`config.mk`:
```
export PLATFORM = sky130hd
export DESIGN_NAME = array_ctrl_eyeriss_flat
export DESIGN_NICKNAME = d
export VERILOG_FILES = /design/src/rtl/array_ctrl_eyeriss_pkg.sv /design/src/rtl/array_ctrl_eyeriss_if.sv /design/src/rtl/array_ctrl_eyeriss_skew_dly.sv /design/src/rtl/array_ctrl_eyeriss.sv /design/src/flat_wrapper.sv
export SDC_FILE = /design/constraint.sdc
export NUM_CORES = 1
export LEC_CHECK = 0
export BUFFER_PORTS_ARGS = -buffer_cell sky130_fd_sc_hd__buf_2
export CORE_UTILIZATION = 58
export DETAILED_ROUTE_END_ITERATION = 10
export PLACE_DENSITY = 0.87
export REMOVE_ABC_BUFFERS = 1
export SLEW_MARGIN = 20
export SYNTH_ARGS = -nofsm -noshare
export SYNTH_HDL_FRONTEND = slang
export SYNTH_SLANG_ARGS = --single-unit
```
`constraint.sdc`:
```
create_clock -name clk -period 6.5 [get_ports clk]
set_clock_uncertainty 0.05 [all_clocks]
set_input_delay 0.65 -clock clk [delete_from_list [all_inputs] [get_ports clk]]
set_output_delay 0.65 -clock clk [all_outputs]
set_load 0.02 [all_outputs]
```
`src/rtl/array_ctrl_eyeriss_pkg.sv`:
```
// Shared types and default geometry for the systolic-array control sequencer.
package array_ctrl_pkg;
    localparam int DEF_HEIGHT = 12;
    localparam int DEF_WIDTH  = 14;
    localparam int DEF_CWIDTH = 8;
    localparam int DEF_VWIDTH = 16;

    typedef enum logic [2:0] {
        IDLE, WLOAD, COMP, FLUSH, OUT, DONE
    } state_e;
endpackage

```
`src/rtl/array_ctrl_eyeriss_if.sv`:
```
// Job request and array strobe bundle between the sequencer and its users.
interface array_ctrl_eyeriss_if import array_ctrl_pkg::*; #(
    parameter int HEIGHT = DEF_HEIGHT,
    parameter int WIDTH  = DEF_WIDTH,
    parameter int CWIDTH = DEF_CWIDTH,
    parameter int VWIDTH = DEF_VWIDTH
);
    logic              start;
    logic [CWIDTH-1:0] mac_cycles;
    logic [VWIDTH-1:0] num_vec;
    logic [HEIGHT-1:0] en_i, clr_i, mac_done;
    logic [WIDTH-1:0]  en_w, clr_w, en_o, clr_o;
    logic              ifm_rd, wght_rd, busy, done;

    modport master (
        output start, mac_cycles, num_vec,
        input  en_i, clr_i, mac_done, en_w, clr_w, en_o, clr_o,
        input  ifm_rd, wght_rd, busy, done
    );
    modport slave (
        input  start, mac_cycles, num_vec,
        output en_i, clr_i, mac_done, en_w, clr_w, en_o, clr_o,
        output ifm_rd, wght_rd, busy, done
    );
endinterface

```
`src/rtl/array_ctrl_eyeriss_skew_dly.sv`:
```
// Per-lane delay line of DEPTH cycles (DEPTH >= 1) carrying a W-bit strobe bundle.
module skew_dly #(
    parameter int DEPTH = 1,
    parameter int W     = 1
) (
    input  logic         clk,
    input  logic         rst,
    input  logic [W-1:0] d,
    output logic [W-1:0] q
);
    logic [DEPTH-1:0][W-1:0] sr_q, sr_d;

    always_comb begin
        sr_d[0] = d;
        for (int i = 1; i < DEPTH; i++) sr_d[i] = sr_q[i-1];
    end

    always_ff @(posedge clk or posedge rst) begin
        if (rst) sr_q <= '0;
        else     sr_q <= sr_d;
    end

    assign q = sr_q[DEPTH-1];
endmodule

```
`src/rtl/array_ctrl_eyeriss.sv`:
```
// Row/column strobe sequencer for the rate-coded systolic array.
// Define ARRAY_CTRL_SKEW_EN for the FLUSH phase and per-row/per-column skew delays.
module array_ctrl_eyeriss import array_ctrl_pkg::*; #(
    parameter int HEIGHT = DEF_HEIGHT,
    parameter int WIDTH  = DEF_WIDTH,
    parameter int CWIDTH = DEF_CWIDTH,
    parameter int VWIDTH = DEF_VWIDTH
) (
    input logic                 clk,
    input logic                 rst,
    array_ctrl_eyeriss_if.slave bus
);
    localparam int LW = $clog2(HEIGHT + WIDTH) + 1;
    localparam int PW = (CWIDTH > LW) ? CWIDTH : LW;
`ifdef ARRAY_CTRL_SKEW_EN
    localparam int OUT_LEN = HEIGHT + WIDTH - 1;
`else
    localparam int OUT_LEN = HEIGHT;
`endif

    state_e            state_q, state_d;
    logic [PW-1:0]     cnt_q, cnt_d;
    logic [VWIDTH-1:0] vec_q, vec_d, nv_q, nv_d;
    logic [CWIDTH-1:0] mac_q, mac_d;
    // row bundle {mac_done, clr_i, en_i}; column bundle {clr_o, en_o, clr_w, en_w}
    logic [2:0]        row_q, row_d;
    logic [3:0]        col_q, col_d;
    logic              ifm_q, ifm_d, wght_q, wght_d, busy_q, busy_d, done_q, done_d;

    always_comb begin
        state_d = state_q;
        cnt_d   = cnt_q + PW'(1);
        vec_d   = vec_q;
        mac_d   = mac_q;
        nv_d    = nv_q;
        case (state_q)
            IDLE: begin
                cnt_d = '0;
                if (bus.start) begin
                    mac_d   = bus.mac_cycles;
                    nv_d    = bus.num_vec;
                    vec_d   = '0;
                    state_d = (bus.mac_cycles == '0 || bus.num_vec == '0) ? DONE : WLOAD;
                end
            end
            WLOAD: if (cnt_q == PW'(HEIGHT - 1)) begin
                state_d = COMP;
                cnt_d   = '0;
            end
            COMP: if (cnt_q == PW'(mac_q) - PW'(1)) begin
                cnt_d = '0;
`ifdef ARRAY_CTRL_SKEW_EN
                state_d = FLUSH;
`else
                state_d = OUT;
`endif
            end
            FLUSH: if (cnt_q == PW'(HEIGHT - 2)) begin
                state_d = OUT;
                cnt_d   = '0;
            end
            OUT: if (cnt_q == PW'(OUT_LEN - 1)) begin
                cnt_d = '0;
                if (vec_q == nv_q - VWIDTH'(1)) begin
                    state_d = DONE;
                end else begin
                    vec_d   = vec_q + VWIDTH'(1);
                    state_d = COMP;
                end
            end
            DONE: begin
                state_d = IDLE;
                cnt_d   = '0;
            end
            default: state_d = IDLE;
        endcase

        // Strobes decode the next state so they are registered alongside it.
        row_d[0] = (state_d == COMP);
        row_d[1] = (state_d == COMP) && (cnt_d == '0);
        row_d[2] = (state_d == COMP) && (cnt_d == PW'(mac_d) - PW'(1));
        col_d[0] = (state_d == WLOAD);
        col_d[1] = (state_d == WLOAD) && (cnt_d == '0);
        col_d[2] = (state_d == OUT) && (cnt_d < PW'(HEIGHT));
        col_d[3] = (state_d == OUT) && (cnt_d == PW'(HEIGHT - 1));
        ifm_d    = row_d[1];
        wght_d   = col_d[0];
        busy_d   = (state_d != IDLE);
        done_d   = (state_d == DONE);
    end

    always_ff @(posedge clk or posedge rst) begin
        if (rst) begin
            state_q <= IDLE;
            cnt_q   <= '0;
            vec_q   <= '0;
            mac_q   <= '0;
            nv_q    <= '0;
            row_q   <= '0;
            col_q   <= '0;
            ifm_q   <= 1'b0;
            wght_q  <= 1'b0;
            busy_q  <= 1'b0;
            done_q  <= 1'b0;
        end else begin
            state_q <= state_d;
            cnt_q   <= cnt_d;
            vec_q   <= vec_d;
            mac_q   <= mac_d;
            nv_q    <= nv_d;
            row_q   <= row_d;
            col_q   <= col_d;
            ifm_q   <= ifm_d;
            wght_q  <= wght_d;
            busy_q  <= busy_d;
            done_q  <= done_d;
        end
    end

    logic [HEIGHT-1:0] en_i_w, clr_i_w, mdone_w;
    logic [WIDTH-1:0]  en_w_w, clr_w_w, en_o_w, clr_o_w;

`ifdef ARRAY_CTRL_SKEW_EN
    for (genvar h = 0; h < HEIGHT; h++) begin : g_row
        logic [2:0] r;
        if (h == 0) begin : g_direct
            assign r = row_q;
        end else begin : g_dly
            skew_dly #(.DEPTH(h), .W(3)) u_dly (.clk(clk), .rst(rst), .d(row_q), .q(r));
        end
        assign en_i_w[h]  = r[0];
        assign clr_i_w[h] = r[1];
        assign mdone_w[h] = r[2];
    end
    for (genvar w = 0; w < WIDTH; w++) begin : g_col
        logic [3:0] c;
        if (w == 0) begin : g_direct
            assign c = col_q;
        end else begin : g_dly
            skew_dly #(.DEPTH(w), .W(4)) u_dly (.clk(clk), .rst(rst), .d(col_q), .q(c));
        end
        assign en_w_w[w]  = c[0];
        assign clr_w_w[w] = c[1];
        assign en_o_w[w]  = c[2];
        assign clr_o_w[w] = c[3];
    end
`else
    assign en_i_w  = {HEIGHT{row_q[0]}};
    assign clr_i_w = {HEIGHT{row_q[1]}};
    assign mdone_w = {HEIGHT{row_q[2]}};
    assign en_w_w  = {WIDTH{col_q[0]}};
    assign clr_w_w = {WIDTH{col_q[1]}};
    assign en_o_w  = {WIDTH{col_q[2]}};
    assign clr_o_w = {WIDTH{col_q[3]}};
`endif

    assign bus.en_i     = en_i_w;
    assign bus.clr_i    = clr_i_w;
    assign bus.mac_done = mdone_w;
    assign bus.en_w     = en_w_w;
    assign bus.clr_w    = clr_w_w;
    assign bus.en_o     = en_o_w;
    assign bus.clr_o    = clr_o_w;
    assign bus.ifm_rd   = ifm_q;
    assign bus.wght_rd  = wght_q;
    assign bus.busy     = busy_q;
    assign bus.done     = done_q;
endmodule

```
`src/flat_wrapper.sv`:
```
// flat-port wrapper written by rule: the top's interface ports become plain ports
module array_ctrl_eyeriss_flat import array_ctrl_pkg::*;
#(
    parameter int HEIGHT = DEF_HEIGHT,
    parameter int WIDTH  = DEF_WIDTH,
    parameter int CWIDTH = DEF_CWIDTH,
    parameter int VWIDTH = DEF_VWIDTH
)
  (clk, rst, bus_start, bus_mac_cycles, bus_num_vec, bus_en_i, bus_clr_i, bus_mac_done, bus_en_w, bus_clr_w, bus_en_o, bus_clr_o, bus_ifm_rd, bus_wght_rd, bus_busy, bus_done);
  array_ctrl_eyeriss_if #(.HEIGHT(HEIGHT), .WIDTH(WIDTH), .CWIDTH(CWIDTH), .VWIDTH(VWIDTH)) bus_i ();
  input logic clk;
  input logic rst;
  input wire logic [$bits(bus_i.start)-1:0] bus_start;
  input wire logic [$bits(bus_i.mac_cycles)-1:0] bus_mac_cycles;
  input wire logic [$bits(bus_i.num_vec)-1:0] bus_num_vec;
  output wire logic [$bits(bus_i.en_i)-1:0] bus_en_i;
  output wire logic [$bits(bus_i.clr_i)-1:0] bus_clr_i;
  output wire logic [$bits(bus_i.mac_done)-1:0] bus_mac_done;
  output wire logic [$bits(bus_i.en_w)-1:0] bus_en_w;
  output wire logic [$bits(bus_i.clr_w)-1:0] bus_clr_w;
  output wire logic [$bits(bus_i.en_o)-1:0] bus_en_o;
  output wire logic [$bits(bus_i.clr_o)-1:0] bus_clr_o;
  output wire logic [$bits(bus_i.ifm_rd)-1:0] bus_ifm_rd;
  output wire logic [$bits(bus_i.wght_rd)-1:0] bus_wght_rd;
  output wire logic [$bits(bus_i.busy)-1:0] bus_busy;
  output wire logic [$bits(bus_i.done)-1:0] bus_done;
  assign bus_i.start = bus_start;
  assign bus_i.mac_cycles = bus_mac_cycles;
  assign bus_i.num_vec = bus_num_vec;
  assign bus_en_i = bus_i.en_i;
  assign bus_clr_i = bus_i.clr_i;
  assign bus_mac_done = bus_i.mac_done;
  assign bus_en_w = bus_i.en_w;
  assign bus_clr_w = bus_i.clr_w;
  assign bus_en_o = bus_i.en_o;
  assign bus_clr_o = bus_i.clr_o;
  assign bus_ifm_rd = bus_i.ifm_rd;
  assign bus_wght_rd = bus_i.wght_rd;
  assign bus_busy = bus_i.busy;
  assign bus_done = bus_i.done;
  array_ctrl_eyeriss #(.HEIGHT(HEIGHT), .WIDTH(WIDTH), .CWIDTH(CWIDTH), .VWIDTH(VWIDTH)) u_core (.clk(clk), .rst(rst), .bus(bus_i));
endmodule
```
# Word-level counts from Yosys, hierarchy flattened
# Index checks and enable logic that the tools add are counted.
word_totals:
  reg_bits: 62
  latchBits: 0
  mem_bits_rw: 0
  romBits: 0
  input_bits: 27
  memories: 0
op_classes:
  n_addsub: 5
  n_mul: 0
  div: 0
  n_lt_le_gt_ge: 1
  eq_ne: 18
  n_shift: 0
  mux: 18
  bitwise_logic: 0
  reduce_logical: 16
ops:
  columns: ["cell", "count"]
  rows:
  - ["$mux 16", 3]
  - ["$mux 8", 5]
  - ["$pmux 16 s2", 1]
  - ["$pmux 8 s4", 1]
  - ["$eq 8x4->1 const B", 3]
  - ["$mux 3", 7]
  - ["$add 16x1->16 const B", 1]
  - ["$eq 16x16->1", 1]
  - ["$eq 8x8->1", 2]
  - ["$logic_not 16->1", 1]
  - ["$logic_not 8->1", 2]
  - ["$sub 16x1->16 const B", 1]
  - ["$sub 8x1->8 const B", 2]
  - ["$pmux 3 s5", 1]
  - ["$eq 3x3->1 const B", 4]
  - ["$eq 3x2->1 const B", 3]
  - ["$add 8x1->8 const B", 1]
  - ["$lt 8x4->1 const B", 1]
  - ["$eq 3x1->1 const B", 2]
  - ["$logic_and 1x1->1", 5]
  - ["$ne 2x2->1 const B", 2]
  - ["$reduce_and 4->1", 1]
  - ["$reduce_or 2->1", 2]
  - ["$logic_not 3->1", 1]
  - ["5 further kinds", 5]

# Logic depth before layout (Yosys ltp)
logic_depth:
  word_depth: 7
  depth_mapped: 14
  depth_no_buf: 12

# Worst setup path after synthesis
# Ideal clock, no wire load.
synth_path:
  path_type: "input -> register"
  startpoint: "in bus_start"
  endpoint: "reg u_core.row_q[2]"
  setup_time_ps: 101
  arrival_time_ps: 3131
  required_ps: 6349
  slack_ps: 3218
  stages: 13
  n_path_buf: 1
  path_cell_list: "nor4b_4 > clkbuf_1 > nor2_1 > a21oi_1 > ha_1 > nor3b_1 > nand2_1 > xor2_1 > mux2i_1 > a221o_1 > a211oi_1 > nand4_1 > nor4_1"
synth_between:
  elab_chain_cells: 5
synth_rtl:
  columns: ["element", "line_no", "text"]
  rows:
  - ["start, declared", "flat_wrapper.sv:13", "input wire logic [$bits(bus_i.start)-1:0] bus_start;"]
  - ["$mux 8", "array_ctrl_eyeriss.sv:39", "if (bus.start) begin"]
  - ["$mux 8", "array_ctrl_eyeriss.sv:36", "case (state_q)"]
  - ["$sub 8x1->8", "array_ctrl_eyeriss.sv:81", "row_d[2] = (state_d == COMP) && (cnt_d == PW'(mac_d) - PW'(1));"]
  - ["$eq 8x8->1", "array_ctrl_eyeriss.sv:81", null]
  - ["$logic_and 1x1->1 *", "array_ctrl_eyeriss.sv:81", null]
  - ["net u_core.row_d[2]", "array_ctrl_eyeriss.sv:26", "logic [2:0] row_q, row_d;"]
  - ["end signal, assigned", "array_ctrl_eyeriss.sv:111", "row_q <= row_d;"]
  - ["end, declared", "array_ctrl_eyeriss.sv:26", null]
# Mark *: on every way through the listed nets, which the timed path passes. The rest lies on a longest branch.
# A chain may end at the register's enable or synchronous reset.

# Worst setup path after layout
layout_path:
  startpoint: "reg u_core.state_q[2]"
  endpoint: "reg u_core.row_q[2]"
layout_between:
  elab_chain_cells: 5
layout_rtl:
  columns: ["element", "line_no", "text"]
  rows:
  - ["start, declared", "array_ctrl_eyeriss.sv:21", "state_e state_q, state_d;"]
  - ["start signal, assigned", "array_ctrl_eyeriss.sv:106", "state_q <= state_d;"]
  - ["$logic_not 3->1, or another cell as far along", "array_ctrl_eyeriss.sv:36", null]
  - ["$mux 8 / $reduce_or 2->1 (equally long branches)", null, null]
  - ["$sub 8x1->8 / $pmux 8 s4 (equally long branches)", "array_ctrl_eyeriss.sv:81, array_ctrl_eyeriss.sv:36", null]
  - ["$eq 8x8->1", "array_ctrl_eyeriss.sv:81", null]
  - ["$logic_and 1x1->1 *", "array_ctrl_eyeriss.sv:81", null]
  - ["net u_core.row_d[2]", "array_ctrl_eyeriss.sv:26", null]
# Marks and branches as above.

==> run summary <==
Worst-Skew Late Latency -> 0.34 ns
Slew HR -> 0.4211
Setup TNS -> 0 ns
Count of cell types in the netlist -> 62
P_sw -> 1.025 mW
Max Cap Viol -> 0
FF-to-FF setup slack -> 2.76 ns
Post-synth EDFFs -> 0
Most frequent cells in the layout -> buf_2, nand2_1, dfrtp_1
Post-route ant nets -> 0
Synthesis-to-finish area growth -> 4.280%
Num CTS Buffers -> 9
CP startpoint kind -> flop
FP Rows -> 32
Top FF cell, synth -> dfrtp_1
Yosys Warn Count -> 0
Status -> finished, final reports clean
Worst slew pin tran -> 0.8605 ns
Post-layout net count -> 622
Post-synthesis register bit count -> 60
Mean Syn Cell Area -> 8.322 sq um
Vias -> 3980
# clock sinks -> 60
Post_cts resized -> 0
H-tree depth -> 3
Crit path capture -> u_core.row_q[2]
DRC errors left -> 0
Power per cell area -> 438.1 mW/mm^2
Vias in the first global route -> 3669
Antenna diode count -> 0
Clock buffer depth -> 2
Combinational power share -> 0.527
Part of the Yosys area used for sequential elements -> 0.3210
Int Pwr -> 1.112 mW
Unrepaired setup endpoints after global routing -> no
Largest net degree at the start of global routing -> 61
CP max FO -> 13
Die X -> 91.80 um
Hold WC Path Type -> in2async
Slew Limit Fails -> 0
Reg2Reg Depth -> 11
Drt pass-1 iters -> 6
WL/cell -> 15.96 um
Core area -> 0.007767 sq mm
Most common cell after layout, fill and taps aside -> buf_2
Hold-fix buffers, CTS -> 0
Fmax -> 0.2672 GHz
Cells after DPL -> 680
DR vias/cell -> 5.727
Share of synthesized registers carrying an async set or reset -> 1.000
I/O pin count -> 123
Switching share of power -> 0.4796
CP required -> 6.70 ns
Critical Path Source -> u_core.state_q[2]
Leak -> 2.411 nW
Clock share of power -> 0.154
Starting Density -> 0.6021
Layout cells sized above 1 -> 0.2749
Root Driver -> clkbuf_8
Die height -> 91.80 um
Worst endpoint data arrival time -> 3.94 ns
Tmin final -> 3.743 ns
# port buffers -> 122
Final Hold Vio Count -> 0
Hold WS -> 0.4613 ns
Tot GR Track Use -> 0.2674
RR Startpoint -> u_core.state_q[2]
Detailed Place HPWL -> 8022 um
Syn Inst Count -> 562
Clock slew at reported path FFs -> 0.07 ns
Final setup violating endpoints -> 0
Initial antenna violation count -> 0
Worst setup path category -> reg2reg
CTS tree -> yes
First-pass GRT wire length -> 17620 um
Flop pwr share -> 0.319
Initial DRC Count -> 307
Worst Setup End Kind -> flop
Final Instance Count excl. Fillers -> 695
Die Area -> 0.008427 sq mm
Post-CTS setup buffer count -> 0
Critical R2R Capture -> u_core.row_q[2]
Routability cong. -> 1.007
Final wirelength -> 11090 um
Final worst-path cycle share -> 0.5758
Mapped Area -> 0.004677 sq mm
Peak supply drop -> 0.2980 mV
Overflow after GRT -> 0
==> per-stage QoR <==
step	utilization	power (mW)	area, sq um	setup WS (ns)
floorplan	-	1.455	3926	2.515
global placement	0.6034	1.722	4687	3.071
detailed placement	0.6034	1.782	4687	2.849
CTS	0.6279	2.122	4877	2.881
global route	0.6279	2.284	4877	2.627
finish	0.6279	2.137	4877	2.757
==> how the worst min path moves through the flow <==
stage / to
5_1_grt: u_core.nv_q[12]
6_report: u_core.vec_q[5]
2_1_floorplan: u_core.nv_q[15]
3_3_place_gp: u_core.nv_q[15]
3_5_place_dp: u_core.nv_q[15]
4_1_cts: u_core.nv_q[6]
==> power groups by stage <==
stage	clock network, mW	registers [mW]	logic (mW)
2_1_floorplan	0	0.765	0.690
3_3_place_gp	0	0.670	1.05
3_5_place_dp	0	0.677	1.10
4_1_cts	0.333	0.674	1.11
5_1_grt	0.351	0.701	1.23
6_report	0.329	0.681	1.13
==> synthesized netlist by cell type (all sizes together) (3+ instances only) <==
library cell / count / area [sq um]
a31o: 3 / 26.28
xnor2: 35 / 306.5
or2: 5 / 31.28
dfrtp: 60 / 1501
or3: 11 / 68.82
mux2: 4 / 45.04
ha: 6 / 75.07
inv: 12 / 45.04
nor4: 14 / 117.6
a21oi: 20 / 107.6
and3: 12 / 76.33
nor2b: 11 / 68.82
mux2i: 5 / 50.05
nand4: 10 / 62.56
nand2: 91 / 341.6
a41oi: 3 / 26.28
clkbuf: 15 / 56.30
a221o: 3 / 30.03
buf: 94 / 694.4
a31oi: 6 / 37.54
o21ai: 12 / 60.06
nor3b: 5 / 37.54
nor3: 15 / 75.07
xor2: 18 / 157.7
nand3b: 6 / 45.04
nor2: 35 / 131.4
nand3: 16 / 85.08
==> cells by family (layout without fill, tap and decap cells) <==
group                      count (synthesis)  count (layout)  share of synthesized area
AOI/OAI and AO/OA                         67              67                    0.09819
xor gates and xnor gates                  53              53                    0.09925
adders and majority gates                  6               6                    0.01605
buffers and inverters                    121             152                     0.1701
DFF                                       60              60                     0.3210
muxes                                      9               9                    0.02033
and+or+nand+nor                          246             246                     0.2750
==> worst max-delay path, cell delays in order (launching register included) <==
cell       delay (ns)
dfrtp_1          0.54
nor4b_4          0.54
mux2i_1          0.44
ha_1             0.31
nor3b_1          0.37
xnor2_1          0.12
mux2i_1          0.27
a2bb2oi_1        0.18
o21ai_0          0.16
a211oi_1         0.29
nand4_1          0.13
nor4_1           0.25
==> final cells by class <==
type	instances	area, sq um
repair buffers	125	633.1
flip-flops and latches	60	1501
well taps	102	127.6
clock inverters	5	52.55
fillers	694	2890
clock buffers	10	137.6
multi-input cells	381	2380
inverters	12	45.04
==> sequential cells by signal, indices dropped and copies added, names as in the netlist <==
| register | cells |
|---|---|
| u_core.bus.done | 1 |
| u_core.cnt_q | 8 |
| u_core.mac_q | 8 |
| u_core.col_q | 4 |
| u_core.vec_q | 16 |
| u_core.bus.busy | 1 |
| u_core.nv_q | 16 |
| u_core.row_q | 3 |
| u_core.state_q | 3 |
==> metal layers <==
metal / up-vias / global-route usage / part of all wire
met3: 42 / 0.06219 / 0.062
met4: 0 / 0.1107 / 0.036
met5: - / 0 / 0
met1: 1876 / 0.3213 / 0.41
li1: 1899 / - / -
met2: 163 / 0.4605 / 0.50
Power figures use the tool's default switching activity.
